[src/rtl/send_to_arduino_if.sv]
// Word handshake between a telemetry producer and the Arduino serial link.
// The producer offers data/dataValid; the transmitter answers with dataReady.
interface send_to_arduino_if;
    logic [15:0] data;
    logic        dataValid;
    logic        dataReady;

    modport master (
        output data,
        output dataValid,
        input  dataReady
    );

    modport slave (
        input  data,
        input  dataValid,
        output dataReady
    );
endinterface

[src/rtl/send_to_arduino.sv]
// 8N1 serial transmitter: one 16-bit word per handshake, sent as an optional
// sync byte followed by the high and low data bytes.
module send_to_arduino #(
    parameter int         CLKS_PER_BIT = 1736,
    parameter bit         USE_HEADER   = 1'b1,
    parameter logic [7:0] HEADER_BYTE  = 8'hA5
) (
    input  logic              clk,
    input  logic              rst,
    send_to_arduino_if.slave  link,
    output logic              serialToArduino,
    output logic              busy,
    output logic              txDone
);
    localparam int BW = $clog2(CLKS_PER_BIT) + 1;
    localparam logic [BW-1:0] BAUD_LAST = BW'(CLKS_PER_BIT - 1);
    localparam logic [1:0] LAST_BYTE = USE_HEADER ? 2'd2 : 2'd1;

    typedef enum logic [1:0] {
        IDLE,
        START,
        DATA,
        STOP
    } txState_t;

    txState_t      state;
    txState_t      stateNext;
    logic [BW-1:0] baudCnt;
    logic [BW-1:0] baudNext;
    logic [2:0]    bitCnt;
    logic [2:0]    bitNext;
    logic [1:0]    byteIdx;
    logic [1:0]    byteNext;
    logic [7:0]    shiftReg;
    logic [7:0]    shiftNext;
    logic [15:0]   holdReg;
    logic [15:0]   holdNext;
    logic          lineReg;
    logic          lineNext;
    logic          bitEnd;

    function automatic logic [7:0] pickByte(
        input logic [1:0]  idx,
        input logic [15:0] word
    );
        logic [7:0] b;
        if (USE_HEADER) begin
            case (idx)
                2'd0:    b = HEADER_BYTE;
                2'd1:    b = word[15:8];
                default: b = word[7:0];
            endcase
        end else begin
            b = (idx == 2'd0) ? word[15:8] : word[7:0];
        end
        return b;
    endfunction

    assign bitEnd          = (baudCnt == BAUD_LAST);
    assign link.dataReady  = (state == IDLE);
    assign busy            = (state != IDLE);
    assign serialToArduino = lineReg;

    // lineNext is the level for the coming cycle, so the pin comes from a flop.
    always_comb begin
        stateNext = state;
        baudNext  = baudCnt;
        bitNext   = bitCnt;
        byteNext  = byteIdx;
        shiftNext = shiftReg;
        holdNext  = holdReg;
        lineNext  = lineReg;
        txDone    = 1'b0;

        if (state != IDLE) begin
            baudNext = bitEnd ? '0 : baudCnt + 1'b1;
        end

        unique case (state)
            IDLE: begin
                lineNext = 1'b1;
                if (link.dataValid) begin
                    holdNext  = link.data;
                    shiftNext = pickByte(2'd0, link.data);
                    byteNext  = 2'd0;
                    bitNext   = 3'd0;
                    baudNext  = '0;
                    lineNext  = 1'b0;
                    stateNext = START;
                end
            end
            START: begin
                if (bitEnd) begin
                    lineNext  = shiftReg[0];
                    stateNext = DATA;
                end
            end
            DATA: begin
                if (bitEnd) begin
                    shiftNext = {1'b0, shiftReg[7:1]};
                    bitNext   = bitCnt + 3'd1;
                    if (bitCnt == 3'd7) begin
                        lineNext  = 1'b1;
                        stateNext = STOP;
                    end else begin
                        lineNext = shiftReg[1];
                    end
                end
            end
            STOP: begin
                if (bitEnd) begin
                    if (byteIdx == LAST_BYTE) begin
                        txDone    = 1'b1;
                        lineNext  = 1'b1;
                        stateNext = IDLE;
                    end else begin
                        byteNext  = byteIdx + 2'd1;
                        shiftNext = pickByte(byteIdx + 2'd1, holdReg);
                        bitNext   = 3'd0;
                        lineNext  = 1'b0;
                        stateNext = START;
                    end
                end
            end
            default: begin
                lineNext  = 1'b1;
                stateNext = IDLE;
            end
        endcase
    end

    always_ff @(posedge clk) begin
        if (rst) begin
            state    <= IDLE;
            baudCnt  <= '0;
            bitCnt   <= 3'd0;
            byteIdx  <= 2'd0;
            shiftReg <= 8'd0;
            holdReg  <= 16'd0;
            lineReg  <= 1'b1;
        end else begin
            state    <= stateNext;
            baudCnt  <= baudNext;
            bitCnt   <= bitNext;
            byteIdx  <= byteNext;
            shiftReg <= shiftNext;
            holdReg  <= holdNext;
            lineReg  <= lineNext;
        end
    end
endmodule

[src/flat_wrapper.sv]
// flat-port wrapper written by rule: the top's interface ports become plain ports
module send_to_arduino_flat 
#(
    parameter int         CLKS_PER_BIT = 1736,
    parameter bit         USE_HEADER   = 1'b1,
    parameter logic [7:0] HEADER_BYTE  = 8'hA5
)
  (clk, rst, serialToArduino, busy, txDone, link_data, link_dataValid, link_dataReady);
  send_to_arduino_if link_i ();
  input  logic clk;
  input  logic rst;
  output logic serialToArduino;
  output logic busy;
  output logic txDone;
  input wire logic [$bits(link_i.data)-1:0] link_data;
  input wire logic [$bits(link_i.dataValid)-1:0] link_dataValid;
  output wire logic [$bits(link_i.dataReady)-1:0] link_dataReady;
  assign link_i.data = link_data;
  assign link_i.dataValid = link_dataValid;
  assign link_dataReady = link_i.dataReady;
  send_to_arduino #(.CLKS_PER_BIT(CLKS_PER_BIT), .USE_HEADER(USE_HEADER), .HEADER_BYTE(HEADER_BYTE)) u_core (.clk(clk), .rst(rst), .link(link_i), .serialToArduino(serialToArduino), .busy(busy), .txDone(txDone));
endmodule
[config.mk]
export PLATFORM = sky130hd
export DESIGN_NAME = send_to_arduino_flat
export DESIGN_NICKNAME = d
export VERILOG_FILES = /design/src/rtl/send_to_arduino_if.sv /design/src/rtl/send_to_arduino.sv /design/src/flat_wrapper.sv
export SDC_FILE = /design/constraint.sdc
export NUM_CORES = 1
export LEC_CHECK = 0
export BUFFER_PORTS_ARGS = -buffer_cell sky130_fd_sc_hd__buf_2
export CAP_MARGIN = 15
export CORE_MARGIN = 2
export CORE_UTILIZATION = 26
export CTS_CLUSTER_DIAMETER = 30
export DETAILED_ROUTE_END_ITERATION = 6
export PLACE_DENSITY = 0.51
export SLEW_MARGIN = 15
export SYNTH_ARGS = -nofsm -noshare
export SYNTH_HDL_FRONTEND = slang
export SYNTH_SLANG_ARGS = --single-unit
[constraint.sdc]
create_clock -name clk -period 5.6 [get_ports clk]
set_input_delay 0.28 -clock clk [delete_from_list [all_inputs] [get_ports clk]]
set_output_delay 0.28 -clock clk [all_outputs]
set_load 0.05 [all_outputs]
==> flow_metrics.env <==
export IMPL_die_x_microns=99.7
export IMPL_floorplan_die_area_sq_um=9940
export IMPL_cp_data_arrival_time_ps=2980
export IMPL_timing_reg2reg_worst_path_depth=6
export IMPL_cts_hold_buffers=0
export IMPL_ys_async_sr_fraction_pct=0
export IMPL_nNetsFinal=334
export IMPL_final_max_slew_violation_count=0
export IMPL_cellLeakagePower_nw=0.900
export IMPL_yosys_top_cells_count="nand2_1, dfxtp_1, a21oi_1"
export IMPL_synth_top_cell_area_share_pct=37.0
export IMPL_cts_made_buffers=5
export IMPL_period_share_pct=49.7
export IMPL_filler_cell_count=956
export IMPL_grt_met3_usage_pct=2.32
export IMPL_power_density_nw_per_um2=449
export IMPL_die_height_microns=99.7
export IMPL_route_final_wire_length_mm=5.79
export IMPL_dr_pass1_iters=4
export IMPL_synth_seq_cells=44
export IMPL_clock_skew_ps=8.36
export IMPL_row_count=34
export IMPL_detail_route_wl_per_cell_microns=14.0
export IMPL_grt_remaining_overflow=0
export IMPL_finalWeightedCongestion=0.759
export IMPL_setup_violations_final=0
export IMPL_clock_tree_buffer_depth=2
export IMPL_ctsHtreeMaxLevel=2
export IMPL_synth_warnings=0
export IMPL_worst_path_max_fanout=16
export IMPL_ys_types=53
export IMPL_cts_resized=0
export IMPL_critical_path_class="reg2reg"
export IMPL_gr_usage_all_layers_pct=12.0
export IMPL_synth_largest_area_cell="dfxtp_1"
export IMPL_layout_cells_non_filler=413
export IMPL_critical_path_startpoint_type="flop"
export IMPL_max_vdd_ir_drop_mv=0.130
export IMPL_critical_path_end_type="flop"
export IMPL_numClockSinks=44
export IMPL_sequential_cell_area_sq_um=881
export IMPL_gr_usage_met1_pct=17.3
export IMPL_post_synth_top_count_cell="nand2_1"
export IMPL_postRouteAntennaNets=0
export IMPL_clk_latency_ps=310
export IMPL_post_syn_instances=294
export IMPL_vias=2125
export IMPL_maxSlewHeadroom_pct=28.8
export IMPL_preCtsSetupSlack_ps=2840
export IMPL_unrepaired_setup_endpoints_after_global_routing="false"
export IMPL_dp_hpwl_mm=3.85
export IMPL_path_clk_slew_ps=90
export IMPL_timing_setup_tns_ps=0
export IMPL_floorplan_initialDensity_pct=27.0
export IMPL_postLayoutCoreUtil_pct=29.9
export IMPL_first_global_vias=1972
export IMPL_largest_net_degree_at_the_start_of_global_routing=50
export IMPL_synth_seq_area_share_pct=37.0
export IMPL_route_detailed_drc=0
export IMPL_maxCapViolCount=0
export IMPL_core_area_sq_um=8810
export IMPL_fin_crit_period_ps=2780
export IMPL_syn_area_per_cell_sq_um=8.10
export IMPL_antenna_cells_inserted=0
export IMPL_grt_pass1_wl_mm=9.82
export IMPL_dominantRegCellSynth="dfxtp_1"
export IMPL_holdCritPathClass="in2reg"
export IMPL_synth_nets=324
export IMPL_post_cts_setup_buffers=0
export IMPL_hold_violations_final=0
export IMPL_timing_worst_slew_pin_value_ps=1070
export IMPL_syn_cell_area_sq_um=2380
export IMPL_outcome="finished, final reports clean"
export IMPL_placedCellCount=405
export IMPL_synth_area_top_cells="dfxtp_1, nand2_1, a21oi_1, ha_1, o21ai_0"
export IMPL_dr_first_iter_drc_count=86
export IMPL_drt_vias_per_instance=5.15
export IMPL_flow_area_growth_from_synthesis_pct=10.7
export IMPL_tritoncts="built"
export IMPL_top_level_ports=23
export IMPL_timing_hold_worst_path_depth=3
export IMPL_area_of_combinational_cells_with_multiple_inputs_sq_um=1360
export IMPL_synth_enable_flop_cells=0
export IMPL_port_buffers=22
export IMPL_share_of_layout_cells_above_drive_strength_1_pct=13.8
export IMPL_grt_util_met2_pct=18.0
export IMPL_clock_tree_root_cell="clkbuf_8"
export IMPL_timing_reg2reg_setup_slack_ps=2820
export IMPL_initial_antenna_violation_count=0
export IMPL_whs_ps=199
export IMPL_worst_slack_ps=2820
export IMPL_crit_required_ps=5800
export IMPL_fmax_ghz=0.359
export IMPL_grt_busiest_layer="met2"
## through the flow
stage,instance area [sq um],power (mW)
after floorplan,2380,0.831
after global placement,2520,0.930
after detailed placement,2520,0.936
after CTS,2640,1.19
after global routing,2640,1.27
final,2640,1.18
## state kept, by name, summed over array words and instances, names as in the netlist
| signal | cells |
|---|---|
| u_core.baudCnt | 12 |
| u_core.shiftReg | 8 |
| u_core.holdReg | 16 |
| u_core.state | 2 |
| u_core.byteIdx | 2 |
| u_core.bitCnt | 3 |
| u_core.serialToArduino | 1 |
## layout make-up
type                    instances  share of cell area (%)
repair buffers                 23                    4.46
well taps                     108                    5.13
clock buffers                   5                    2.61
inverters                       8                    1.14
clock inverters                 3                    1.80
flip-flops and latches         44                    33.4
multi-input cells             222                    51.4
## power by group
part / leakage (nW) / internal, mW / switching, mW
Sequential: 0.360 / 0.384 / 0.0520
Clock: 0.0583 / 0.135 / 0.120
Combinational: 0.482 / 0.172 / 0.322
Total: 0.900 / 0.690 / 0.494
## critical path, stage by stage, from the launching register on
cell     delay, ps
dfxtp_1        350
inv_1          140
ha_1           530
nor2b_1        910
a21oi_1        250
and4_1         290
o21ba_2        200
## path summary, 6_finish.rpt
| path | end | start |
|---|---|---|
| setup / recovery | u_core.byteIdx[1] | u_core.state[0] |
| hold / removal | u_core.holdReg[4] | link_data[4] |
| setup reg to reg | u_core.byteIdx[1] | u_core.state[0] |
| hold reg to reg | u_core.holdReg[6] | u_core.holdReg[6] |
## cells by family (layout without fill, tap and decap cells)
family	Yosys count	count (layout)	share of synthesized area [%]
AO/OA/AOI/OAI	93	93	25.9
XOR/XNOR	5	5	1.84
buffers and inverters	28	39	6.04
flip-flops	44	44	37.0
multiplexers	1	1	0.420
adder cells (fa/ha/maj)	11	11	5.78
AND/OR/NAND/NOR	112	112	23.1
## placed cells by master, fill, tap and decap left out, drive strengths merged, types with 6 or more instances in the layout
| master | count |
|---|---|
| a21oi | 37 |
| a22oi | 7 |
| nor3 | 9 |
| nor2 | 8 |
| a211oi | 6 |
| buf | 23 |
| nand2 | 60 |
| inv | 7 |
| nand3 | 7 |
| ha | 11 |
| o21ai | 16 |
| dfxtp | 44 |
| nand4 | 6 |
## routing by layer
metal	wire length (microns)	vias up
met5	0	-
met3	166	8
met4	85	0
met1	3090	1003
met2	2450	33
li1	-	1081
(Power assumes the default switching activity.)
